$ cat src/rtl/adder_bist.sv
`default_nettype none
// ============================================================================
//  Module      : adder_bist
//  Description : Built-in self-test engine for a combinational adder.
//                Drives a deterministic operand sequence, compares the
//                returned sum against a reference and records mismatches
//                and the first failing vector.
//  Revision    : 1.0 - initial release
// ============================================================================
module adder_bist #(
    parameter int WIDTH       = 4,
    parameter int NUM_VECTORS = 16,
    parameter int SEED        = 1
) (
    input  logic             clk,
    input  logic             rst,
    input  logic             start,
    output logic [WIDTH-1:0] a,
    output logic [WIDTH-1:0] b,
    input  logic [WIDTH:0]   c,
    output logic             busy,
    output logic             done,
    output logic             pass,
    output logic [15:0]      err_count,
    output logic [15:0]      vec_count,
    output logic             fail_valid,
    output logic [WIDTH-1:0] fail_a,
    output logic [WIDTH-1:0] fail_b
);

    localparam logic [1:0] S_IDLE   = 2'd0;
    localparam logic [1:0] S_DRIVE  = 2'd1;
    localparam logic [1:0] S_SAMPLE = 2'd2;
    localparam logic [1:0] S_DONE   = 2'd3;

    localparam logic [WIDTH-1:0] C_SEED    = WIDTH'(SEED);
    localparam logic [WIDTH-1:0] C_A_STEP  = WIDTH'(1);
    localparam logic [WIDTH-1:0] C_B_STEP  = WIDTH'(3);
    localparam logic [15:0]      C_LAST    = 16'(NUM_VECTORS - 1);

    logic [1:0]       r_state;
    logic [1:0]       w_state_nxt;
    logic [WIDTH-1:0] r_a;
    logic [WIDTH-1:0] r_b;
    logic             r_pass;
    logic [15:0]      r_err_count;
    logic [15:0]      r_vec_count;
    logic             r_fail_valid;
    logic [WIDTH-1:0] r_fail_a;
    logic [WIDTH-1:0] r_fail_b;

    logic             w_start_run;
    logic             w_sample;
    logic             w_last;
    logic [WIDTH:0]   w_exp;
    logic             w_mismatch;

    // Start is honoured only when no run is in flight.
    assign w_start_run = start && ((r_state == S_IDLE) || (r_state == S_DONE));
    assign w_sample    = (r_state == S_SAMPLE);
    assign w_last      = (r_vec_count == C_LAST);
    assign w_exp       = {1'b0, r_a} + {1'b0, r_b};
    assign w_mismatch  = (c != w_exp);

    // Next-state decode for the run sequencer.
    always_comb begin
        w_state_nxt = r_state;
        case (r_state)
            S_IDLE:   if (w_start_run) w_state_nxt = S_DRIVE;
            S_DRIVE:  w_state_nxt = S_SAMPLE;
            S_SAMPLE: w_state_nxt = w_last ? S_DONE : S_DRIVE;
            S_DONE:   if (w_start_run) w_state_nxt = S_DRIVE;
            default:  w_state_nxt = S_IDLE;
        endcase
    end

    // State register.
    always_ff @(posedge clk) begin
        if (rst) r_state <= S_IDLE;
        else     r_state <= w_state_nxt;
    end

    // Operand generation, comparison bookkeeping and first-fail capture.
    always_ff @(posedge clk) begin
        if (rst) begin
            r_a          <= '0;
            r_b          <= '0;
            r_pass       <= 1'b0;
            r_err_count  <= '0;
            r_vec_count  <= '0;
            r_fail_valid <= 1'b0;
            r_fail_a     <= '0;
            r_fail_b     <= '0;
        end else if (w_start_run) begin
            r_a          <= '0;
            r_b          <= C_SEED;
            r_pass       <= 1'b0;
            r_err_count  <= '0;
            r_vec_count  <= '0;
            r_fail_valid <= 1'b0;
            r_fail_a     <= '0;
            r_fail_b     <= '0;
        end else if (w_sample) begin
            if (w_mismatch) begin
                if (r_err_count != 16'hFFFF) r_err_count <= r_err_count + 16'd1;
                if (!r_fail_valid) begin
                    r_fail_a     <= r_a;
                    r_fail_b     <= r_b;
                    r_fail_valid <= 1'b1;
                end
            end
            r_vec_count <= r_vec_count + 16'd1;
            if (w_last) begin
                // Any earlier mismatch leaves err_count non-zero (saturation never wraps to 0).
                r_pass <= (r_err_count == 16'd0) && !w_mismatch;
            end else begin
                r_a <= r_a + C_A_STEP;
                r_b <= r_b + C_B_STEP;
            end
        end
    end

    assign a          = r_a;
    assign b          = r_b;
    assign busy       = (r_state == S_DRIVE) || (r_state == S_SAMPLE);
    assign done       = (r_state == S_DONE);
    assign pass       = r_pass;
    assign err_count  = r_err_count;
    assign vec_count  = r_vec_count;
    assign fail_valid = r_fail_valid;
    assign fail_a     = r_fail_a;
    assign fail_b     = r_fail_b;

endmodule
`default_nettype wire

$ cat config.mk
export PLATFORM = sky130hd
export DESIGN_NAME = adder_bist
export DESIGN_NICKNAME = d
export VERILOG_FILES = /design/src/rtl/adder_bist.sv
export SDC_FILE = /design/constraint.sdc
export NUM_CORES = 1
export LEC_CHECK = 0
export BUFFER_PORTS_ARGS = -buffer_cell sky130_fd_sc_hd__buf_2
export CAP_MARGIN = 20
export CORE_AREA = 8 8 79 81
export DETAILED_ROUTE_END_ITERATION = 12
export DIE_AREA = 0 0 87 89
export MAX_ROUTING_LAYER = met4
export PLACE_DENSITY = 0.78
export REMOVE_ABC_BUFFERS = 1
export SLEW_MARGIN = 10
export SYNTH_ARGS = -nofsm -noshare
export SYNTH_HDL_FRONTEND = slang
export SYNTH_SLANG_ARGS = --single-unit
$ cat constraint.sdc
create_clock -name clk -period 3.3 [get_ports clk]
set_clock_uncertainty 0.15 [all_clocks]
set_input_delay 0.165 -clock clk [delete_from_list [all_inputs] [get_ports clk]]
set_output_delay 0.165 -clock clk [all_outputs]
set_load 0.01 [all_outputs]
; ---- After elaboration in Yosys (flattened, before gate mapping)
; Index checks and enable logic that the tools add are counted.
[word_totals]
inputBits = 8
regBits = 52
word_cells = 47
[op_classes]
n_bitwise = 2
add_sub_neg = 5
eq_ne = 8
n_mux = 6
n_reduce_logical = 16
[op_table]
columns = operator, count
row1 = $add 16x1->16 const B, 2
row2 = $eq 16x4->1 const B, 1
row3 = $logic_not 16->1, 1
row4 = $ne 16x16->1 const B, 1
row5 = $reduce_and 2->1, 4
row6 = $pmux 2 s3, 1
row7 = $reduce_and 3->1, 2
row8 = $add 4x4->5, 1
row9 = $ne 5x5->1, 1
row10 = $add 4x1->4 const B, 1
row11 = $add 4x2->4 const B, 1
row12 = $eq 2x2->1 const B, 2
row13 = $mux 2, 2
row14 = $reduce_or 2->1, 2
row15 = $mux 1, 3
row16 = $eq 2x1->1 const B, 1
row17 = $logic_and 1x1->1, 2
row18 = $logic_not 2->1, 1
row19 = $logic_or 1x1->1, 2
row20 = $ne 2x1->1 const B, 1
row21 = $ne 2x2->1 const B, 1
row22 = $not 1->1, 2
row23 = $reduce_bool 2->1, 1
row24 = $logic_not 1->1, 1

; ---- Logic depth before layout (Yosys ltp)
; Gate-level depths: netlist (run 1).
[logic_depth]
ltp_word = 5
depth_mapped = 9
ltp_nobuf = 8

; ---- Worst setup path before layout (run 1)
; Ideal clock, no wire load.
[synth_timing]
path_type = flip-flop to flip-flop
start = register r_a[0] (netlist: a[0])
end = register r_err_count[0] (netlist: err_count[0])
arrival_ns = 2.463
required_ns = 3.027
stages_incl_launch_ff = 10
slack_ns = 0.564
cell_sequence = dfxtp_1 ha_1 fa_1 xnor2_1 nand2_1 nor4_4 a21oi_2 buf_2 nand2_1 mux2_1
[synth_between]
elab_chain_cells = 3
[synth_rtl]
columns = element, line_no
row1 = from (decl), 43  ; logic [WIDTH-1:0] r_a;
row2 = from (signal assigned), 117  ; r_a <= r_a + C_A_STEP;
row3 = $add 4x4->5, 62  ; assign w_exp = {1'b0, r_a} + {1'b0, r_b};
row4 = $ne 5x5->1, 63  ; assign w_mismatch = (c != w_exp);
row5 = $reduce_and 3->1 (no source line), n/a
row6 = to (signal assigned), 105  ; if (r_err_count != 16'hFFFF) r_err_count <= r_err_count + 16'd1;
row7 = to (decl), 46  ; logic [15:0] r_err_count;
; Every way passes these cells.
; A chain may end at the register's enable or synchronous reset.

; ---- Worst setup path after layout (run 1)
[layout_timing]
start = register r_a[0] (netlist: a[0])
end = register r_fail_b[0] (netlist: fail_b[0])
[layout_between]
elab_chain_cells = 3
[layout_rtl]
columns = element, line_no
row1 = $add 4x4->5, 62
row2 = $ne 5x5->1, 63
row3 = $reduce_and 3->1 (no source line), n/a
row4 = to (signal assigned), 108  ; r_fail_b <= r_b;
row5 = to (decl), 50  ; logic [WIDTH-1:0] r_fail_b;
; Every way passes these cells.

==> results.txt, run 1 <==
----------------------------------------------------
[Placed design]
  Final RePlAce weighted congestion ... 0.894
  Buffers on Ports ... 59
  Half-perimeter wire length of the detailed placement result ... 4730 um
  Placement-stage worst setup slack ... 416 ps
  Cell Count Post-Placement ... 437

[Worst setup path]
  WP data arrival ... 2900 ps
  Register-to-Register Path Depth ... 7
  Category of the worst setup path capture point ... flop
  Data required time of the critical path ... 3300 ps
  Cell breakdown of the critical path ... ha_1, fa_1, a21o_1, a21oi_1, xor2_2, a211oi_2, o21ai_0
  Setup crit start kind ... flop
  Worst setup startpoint ... a[0]$_SDFFE_PP0P_
  Origin of the critical flop-to-flop path ... a[0]$_SDFFE_PP0P_
  Class of the most critical setup path ... flop to flop
  Worst-path fanout max ... 16
  CP peak stage delay ... 750 ps
  Worst flop-to-flop path endpoint ... fail_b[0]$_SDFFE_PP0P_
  Worst Path Buf+Inv ... 0
  Cell with the largest stage delay on the worst path ... a211oi_2
  Internal reg-to-reg setup slack ... 400 ps
  Crit-path leading delay family ... compound AO/OA/AOI/OAI gates

[Floorplan]
  Area enclosed by the die boundary ... 0.00774 mm2
  Initial cell density of the core ... 52.8%
  Number of top-level design ports ... 60
  Core outline area ... 0.00498 mm2
  Site row count ... 26
  Die extent in y ... 89 um
  Chip Width ... 87 um

[Layout]
  Post-layout instance count excluding filler cells ... 447
  Final nets ... 397
  Layout area overhead ... 19.0%
  Commonest non-fill, non-tap cells in the layout ... buf_2, dfxtp_1, nor2_1
  Ratio of cells with drive above 1 in the final layout ... 21.5%
  Most common cell after layout, fill and taps aside ... buf_2
  ANT cells ... 0

[Hold path]
  Cell count of the worst hold path ... 3
  Type of the most critical hold path ... input port to flop
  Critical hold path startpoint ... start
  WHS Endpoint ... b[0]$_SDFFE_PP0P_

[Routing]
  Total detailed-routing wirelength ... 6380 um
  Number of DRC markers after the initial detailed-route iteration ... 154
  DRC viols ... 0
  Post-DR vias/cell ... 5.48
  Drt pass-1 iters ... 4
  Routed len/inst ... 14.3 um
  Overall via count from detail_route ... 2450
  ANT nets after route ... 0

[STA]
  Setup TNS ... 0 ps
  Highest Clock Rate ... 345 MHz
  Hold slack final ... 30.7 ps
  Setup-failing EPs final ... 0
  Setup repair after global routing missed its margin ... false
  Number of slew-limit violations in the final report ... 0
  Rel. slew slack ... 35.1%
  Fin worst setup slack ... 399 ps
  Worst Max-Slew Pin Slew ... 974 ps
  Total count of hold-check failures in the final report ... 0
  Fin crit period ... 2900 ps
  Portion of the clock cycle consumed by the worst path in the final layout ... 87.9%

[Synthesis]
  Post-Syn Instances ... 316
  Area contributors post-synth ... dfxtp_1, ha_1, nor2_1
  Share of synthesized area occupied by flip-flops and latches ... 39.6%
  Cell type contributing the most total cell area after synthesis ... dfxtp_1
  Summed instance area of the synthesized netlist ... 0.00263 mm2
  Synthesized area divided by synthesized cell count ... 8.31 um2
  Area share of the leading cell type in the synthesized netlist ... 39.6%
  Unique cell type count in the Yosys netlist ... 40
  Flops & latches, synth ... 52
  Count of yosys warnings during synthesis ... 0

[Clock network]
  Clock input transition at the sequential cells of the worst setup and hold paths ... 90 ps
  Gates resized, CTS repair ... 0
  Number of levels the H-tree was split into ... 2
  Post-CTS setup buffer count ... 0
  Clock Root Buffer ... clkbuf_8
  CTS tree ... built
  Clock latency on the worst-skew pair ... 300 ps
  Max Buffers Root-to-Sink ... 2
  Number of sinks driven by the clock tree ... 52
  CTS Buf Count ... 5

[Pwr]
  Total Power ... 1.56 mW
  Total leakage power ... 1.45 nW
  Total power per unit cell area ... 498 mW/mm2
  Switching share of power ... 32.9%
  Relative contribution of combinational cells to total power ... 27.8%
  Part of the total power dissipated in the clock network ... 27.1%
  Part of the total power dissipated in sequential elements ... 45.1%
  Worst-case vdd ir drop ... 462 uV
  Switching power ... 0.513 mW
  Internal power consumption ... 1.05 mW

[Outcome]
  Outcome ... complete, no violations

[Global routing]
  Pin count of the biggest net entering global routing ... 25
  Wire length of the first global-routing pass ... 10800 um
  Tot GR Track Use ... 17.4%
  Gr ovfl total ... 0
  Antenna violations before repair ... 0
  Via count of the first global-routing pass ... 2375

[Job]
  MaxCap Viol Count ... 0

----------------------------------------------------
[routing by layer]
metal | routed length, um | part of all wire [%] | track usage [%] | vias to the layer above
li1 | - | - | - | 1219
met1 | 2780 | 44 | 20.1 | 1173
met2 | 3230 | 51 | 29.8 | 50
met3 | 290 | 4.5 | 3.49 | 8
met4 | 83 | 1.3 | 5.32 | 0
met5 | 0 | 0 | - | -
[power groups by stage]
stage / Clock [mW] / Sequential (mW) / Combinational, mW
after detailed placement: 0 / 0.719 / 0.428
after floorplan: 0 / 0.722 / 0.279
after global placement: 0 / 0.716 / 0.413
after CTS: 0.436 / 0.704 / 0.437
after global routing: 0.461 / 0.711 / 0.498
final: 0.422 / 0.703 / 0.433
[registers in the layout, summed over array words and instances (netlist names)]
name,count
err_count,16
vec_count,16
a,4
b,4
fail_a,4
fail_b,4
r_state,2
fail_valid,1
pass,1
[worst min-delay path, cell delays in order]
cell	delay (ps)
buf_2	130
nand2_1	90
a21oi_1	60
[how the worst max path moves through the flow]
| stage | depth (start not counted) | end | slack (ps) |
|---|---|---|---|
| floorplan | 8 | err_count[0]$_SDFFE_PP0P_ | 460 |
| global placement | 7 | fail_b[1]$_SDFFE_PP0P_ | 530 |
| detailed placement | 7 | fail_b[0]$_SDFFE_PP0P_ | 420 |
| CTS | 7 | fail_b[0]$_SDFFE_PP0P_ | 390 |
| global route | 7 | fail_b[3]$_SDFFE_PP0P_ | 110 |
| finish | 7 | fail_b[0]$_SDFFE_PP0P_ | 400 |
[synth_stat cells (all sizes together)]
cell,instances
dfxtp,52
nor2,40
nand2,39
a21oi,20
nand3,15
xor2,15
and3,14
o21ai,13
ha,12
nand4,12
xnor2,12
inv,11
clkbuf,7
a31oi,6
buf,6
or3,6
a41o,5
nor4,5
mux2i,4
a31o,3
nand2b,3
nor3,3
a211oi,2
a21o,2
and4,2
and2,1
fa,1
mux2,1
nor4b,1
nor4bb,1
o22ai,1
or2,1
[metrics by stage]
step	util, %	area (um2)
floorplan	-	2580
global placement	60.3	3000
detailed placement	60.3	3000
CTS	62.8	3130
global route	62.8	3130
finish	62.8	3130
[cell type report]
class | count | area [um2]
Sequential cell | 52 | 1040
Multi-Input combinational cell | 240 | 1500
Tap cell | 70 | 87.6
Clock inverter | 2 | 35.0
Fill cell | 447 | 1850
Clock buffer | 6 | 72.6
Inverter | 11 | 41.3
Timing Repair Buffer | 66 | 353
[kinds of logic (layout without fill, tap and decap cells)]
| group | after synthesis | in the layout | share of synthesized area [%] |
|---|---|---|---|
| buffers and inverters | 24 | 85 | 3.52 |
| AO/OA/AOI/OAI | 52 | 52 | 12.3 |
| XOR/XNOR | 27 | 27 | 9.29 |
| multiplexers | 5 | 5 | 1.95 |
| flip-flops | 52 | 52 | 39.6 |
| adder cells (fa/ha/maj) | 13 | 13 | 6.48 |
| AND/OR/NAND/NOR | 143 | 143 | 26.8 |
[timing repair]
item / in CTS / in global routing
hold buffers: 2 / 0
endpoints found under the setup margin: 0 / 0
hold endpoints to repair: 3 / 0
No activity file was read; power rests on OpenSTA's default activity.
==> run 2: changes to the inputs <==
==> constraint.sdc (replaced) <==
create_clock -name clk -period 3.3 [get_ports clk]
set_clock_uncertainty 0.15 [all_clocks]
set_input_delay 0.33 -clock clk [delete_from_list [all_inputs] [get_ports clk]]
set_output_delay 0.33 -clock clk [all_outputs]
set_load 0.01 [all_outputs]
==> run 2 against run 1 <==
Final area is 0.64% lower. Global-route usage decreased by 0.060 points. Routed wire length about the same. Final cell count down 0.45%. Clock-buffer cell count did not move. Sequential power about the same. Total power fell by 0.52%. Core utilization decreased by 0.40 points. Via count rose by 0.20%. Critical path type unchanged. Largest cell class unchanged. Largest power group unchanged.
==> results.txt, run 2 (synthesis results as in run 1) <==
----------------------------------------------------
[Pwr]
  Relative contribution of combinational cells to total power ... 27.3% (-0.5 points)
  Total power per unit cell area ... 499 mW/mm2 (+0.12%)
  Worst-case vdd ir drop ... 459 uV (-0.75%)
  Switching power ... 0.513 mW (about the same)
  Total leakage power ... 1.44 nW (-0.70%)
  Part of the total power dissipated in the clock network ... 27.4% (+0.3 points)
  Switching share of power ... 33.1% (+0.16 points)
  Internal power consumption ... 1.04 mW (-0.76%)
  Part of the total power dissipated in sequential elements ... 45.4% (+0.3 points)

[Floorplan]
  Initial cell density of the core ... 52.8% (unchanged)
  Core outline area ... 0.00498 mm2 (unchanged)
  Site row count ... 26 (unchanged)
  Area enclosed by the die boundary ... 0.00774 mm2 (unchanged)
  Chip Width ... 87 um (unchanged)
  Die extent in y ... 89 um (unchanged)
  Number of top-level design ports ... 60 (unchanged)

[Routing]
  DRC viols ... 0 (unchanged)
  Total detailed-routing wirelength ... 6380 um (about the same)
  Overall via count from detail_route ... 2455 (+0.20%)
  Post-DR vias/cell ... 5.52 (+0.65%)
  ANT nets after route ... 0 (unchanged)
  Routed len/inst ... 14.3 um (+0.36%)
  Drt pass-1 iters ... 4 (unchanged)
  Number of DRC markers after the initial detailed-route iteration ... 191 (+24%)

[Placed design]
  Final RePlAce weighted congestion ... 0.894 (unchanged)
  Half-perimeter wire length of the detailed placement result ... 4730 um (unchanged)
  Buffers on Ports ... 59 (unchanged)
  Placement-stage worst setup slack ... 416 ps (unchanged)
  Area after DPL ... 0.00300 mm2 (unchanged)

[STA]
  Total count of hold-check failures in the final report ... 0 (unchanged)
  Hold slack final ... 93.8 ps (+63.0 ps)
  Rel. slew slack ... 35.3% (+0.26 points)
  Fin worst setup slack ... 393 ps (-6.55 ps)
  Setup repair after global routing missed its margin ... false
  Fin crit period ... 2910 ps (+6.55 ps)
  Worst Max-Slew Pin Slew ... 970 ps (-3.94 ps)
  Setup-failing EPs final ... 0 (unchanged)
  Highest Clock Rate ... 344 MHz (-0.23%)
  Setup TNS ... 0 ps (unchanged)
  Portion of the clock cycle consumed by the worst path in the final layout ... 88.1% (+0.20 points)
  Number of slew-limit violations in the final report ... 0 (unchanged)

[Clock network]
  Clock input transition at the sequential cells of the worst setup and hold paths ... 90 ps (about the same)
  Gates resized, CTS repair ... 0 (unchanged)
  Max Buffers Root-to-Sink ... 2 (unchanged)
  Number of levels the H-tree was split into ... 2 (unchanged)
  Clock Root Buffer ... clkbuf_8
  CTS Buf Count ... 5 (unchanged)
  Clock latency on the worst-skew pair ... 300 ps (about the same)
  Number of buffers inserted by hold repair at cts ... 0 (-2)
  Number of sinks driven by the clock tree ... 52 (unchanged)
  Post-CTS setup buffer count ... 0 (unchanged)
  CTS tree ... built

[Worst setup path]
  Class of the most critical setup path ... flop to flop
  Crit-path leading delay family ... compound AO/OA/AOI/OAI gates
  Data required time of the critical path ... 3300 ps (about the same)
  Category of the worst setup path capture point ... flop
  Cell breakdown of the critical path ... ha_1, fa_1, a21o_1, a21oi_1, xor2_2, a211oi_2, o21ai_0
  Setup crit start kind ... flop
  Worst-path fanout max ... 16 (unchanged)
  Cell with the largest stage delay on the worst path ... a211oi_2
  WP data arrival ... 2910 ps (about the same)
  Worst Path Buf+Inv ... 0 (unchanged)
  CP peak stage delay ... 750 ps (about the same)

[Global routing]
  Pin count of the biggest net entering global routing ... 25 (unchanged)
  Wire length of the first global-routing pass ... 10700 um (-0.26%)
  Tot GR Track Use ... 17.3% (-0.060 points)
  Antenna violations before repair ... 0 (unchanged)
  Via count of the first global-routing pass ... 2363 (-0.51%)
  Gr ovfl total ... 0 (unchanged)

[Layout]
  Layout area overhead ... 18.3%
  Ratio of cells with drive above 1 in the final layout ... 21.6% (+0.11 points)
  Final nets ... 395 (-0.50%)
  Commonest non-fill, non-tap cells in the layout ... buf_2, dfxtp_1, nor2_1
  Most common cell after layout, fill and taps aside ... buf_2
  ANT cells ... 0 (unchanged)
  Final Cell Area ... 0.00311 mm2 (-0.64%)

[Hold path]
  Type of the most critical hold path ... input port to flop

[Job]
  MaxCap Viol Count ... 0 (unchanged)

[Outcome]
  Outcome ... complete, no violations

----------------------------------------------------
-- run 2: cell types whose count changed in the layout (fill, tap and decap cells not counted), sizes merged --
cell and delta:
dlygate4sd3 -2
-- run 2: power by group through the flow --
| stage | logic (mW) | registers [mW] | clock network (mW) |
|---|---|---|---|
| after floorplan | 0.279 | 0.722 | 0 |
| after detailed placement | 0.428 | 0.719 | 0 |
| final | 0.423 | 0.704 | 0.424 |
| after global routing | 0.488 | 0.711 | 0.461 |
| after CTS | 0.428 | 0.704 | 0.436 |
| after global placement | 0.413 | 0.716 | 0 |
-- run 2: final timing paths --
path | endpoint | cells past startpoint | slack [ps] | start
min reg2reg | fail_a[1]$_SDFFE_PP0P_ | 2 | 320 | fail_a[1]$_SDFFE_PP0P_
max | fail_b[0]$_SDFFE_PP0P_ | 7 | 390 | a[0]$_SDFFE_PP0P_
min | b[0]$_SDFFE_PP0P_ | 2 | 90 | rst
max reg2reg | fail_b[0]$_SDFFE_PP0P_ | 7 | 390 | a[0]$_SDFFE_PP0P_
-- run 2: area by class of cell --
type                            instances  area [um2]
Fill cell                             450        1870
Multi-Input combinational cell        240        1500
Sequential cell                        52        1040
Timing Repair Buffer                   64         333
Tap cell                               70        87.6
Clock buffer                            6        72.6
Inverter                               11        41.3
Clock inverter                          2        35.0
-- run 2: per-stage QoR --
step	power, mW	utilization (%)	instances
3_5_place_dp	1.15	60.3	437
5_1_grt	1.66	62.4	445
6_report	1.55	62.4	445
2_1_floorplan	1.00	-	303
3_3_place_gp	1.13	60.3	437
4_1_cts	1.57	62.4	445
-- run 2: worst reg2reg max path, cell delays in order, from the launching register on --
cell and delay, ps:
dfxtp_1 380, ha_1 250, fa_1 410, a21o_1 200
a21oi_1 220, xor2_2 180, a211oi_2 750, o21ai_0 220
-- run 2: routing by layer --
metal	global-route usage, %	up-vias	share of wire [%]	wire length [um]
li1	-	1215	-	-
met1	20.0	1172	42	2710
met2	29.7	58	51	3260
met3	3.49	10	4.8	309
met4	5.32	0	1.6	102
met5	-	-	0	0
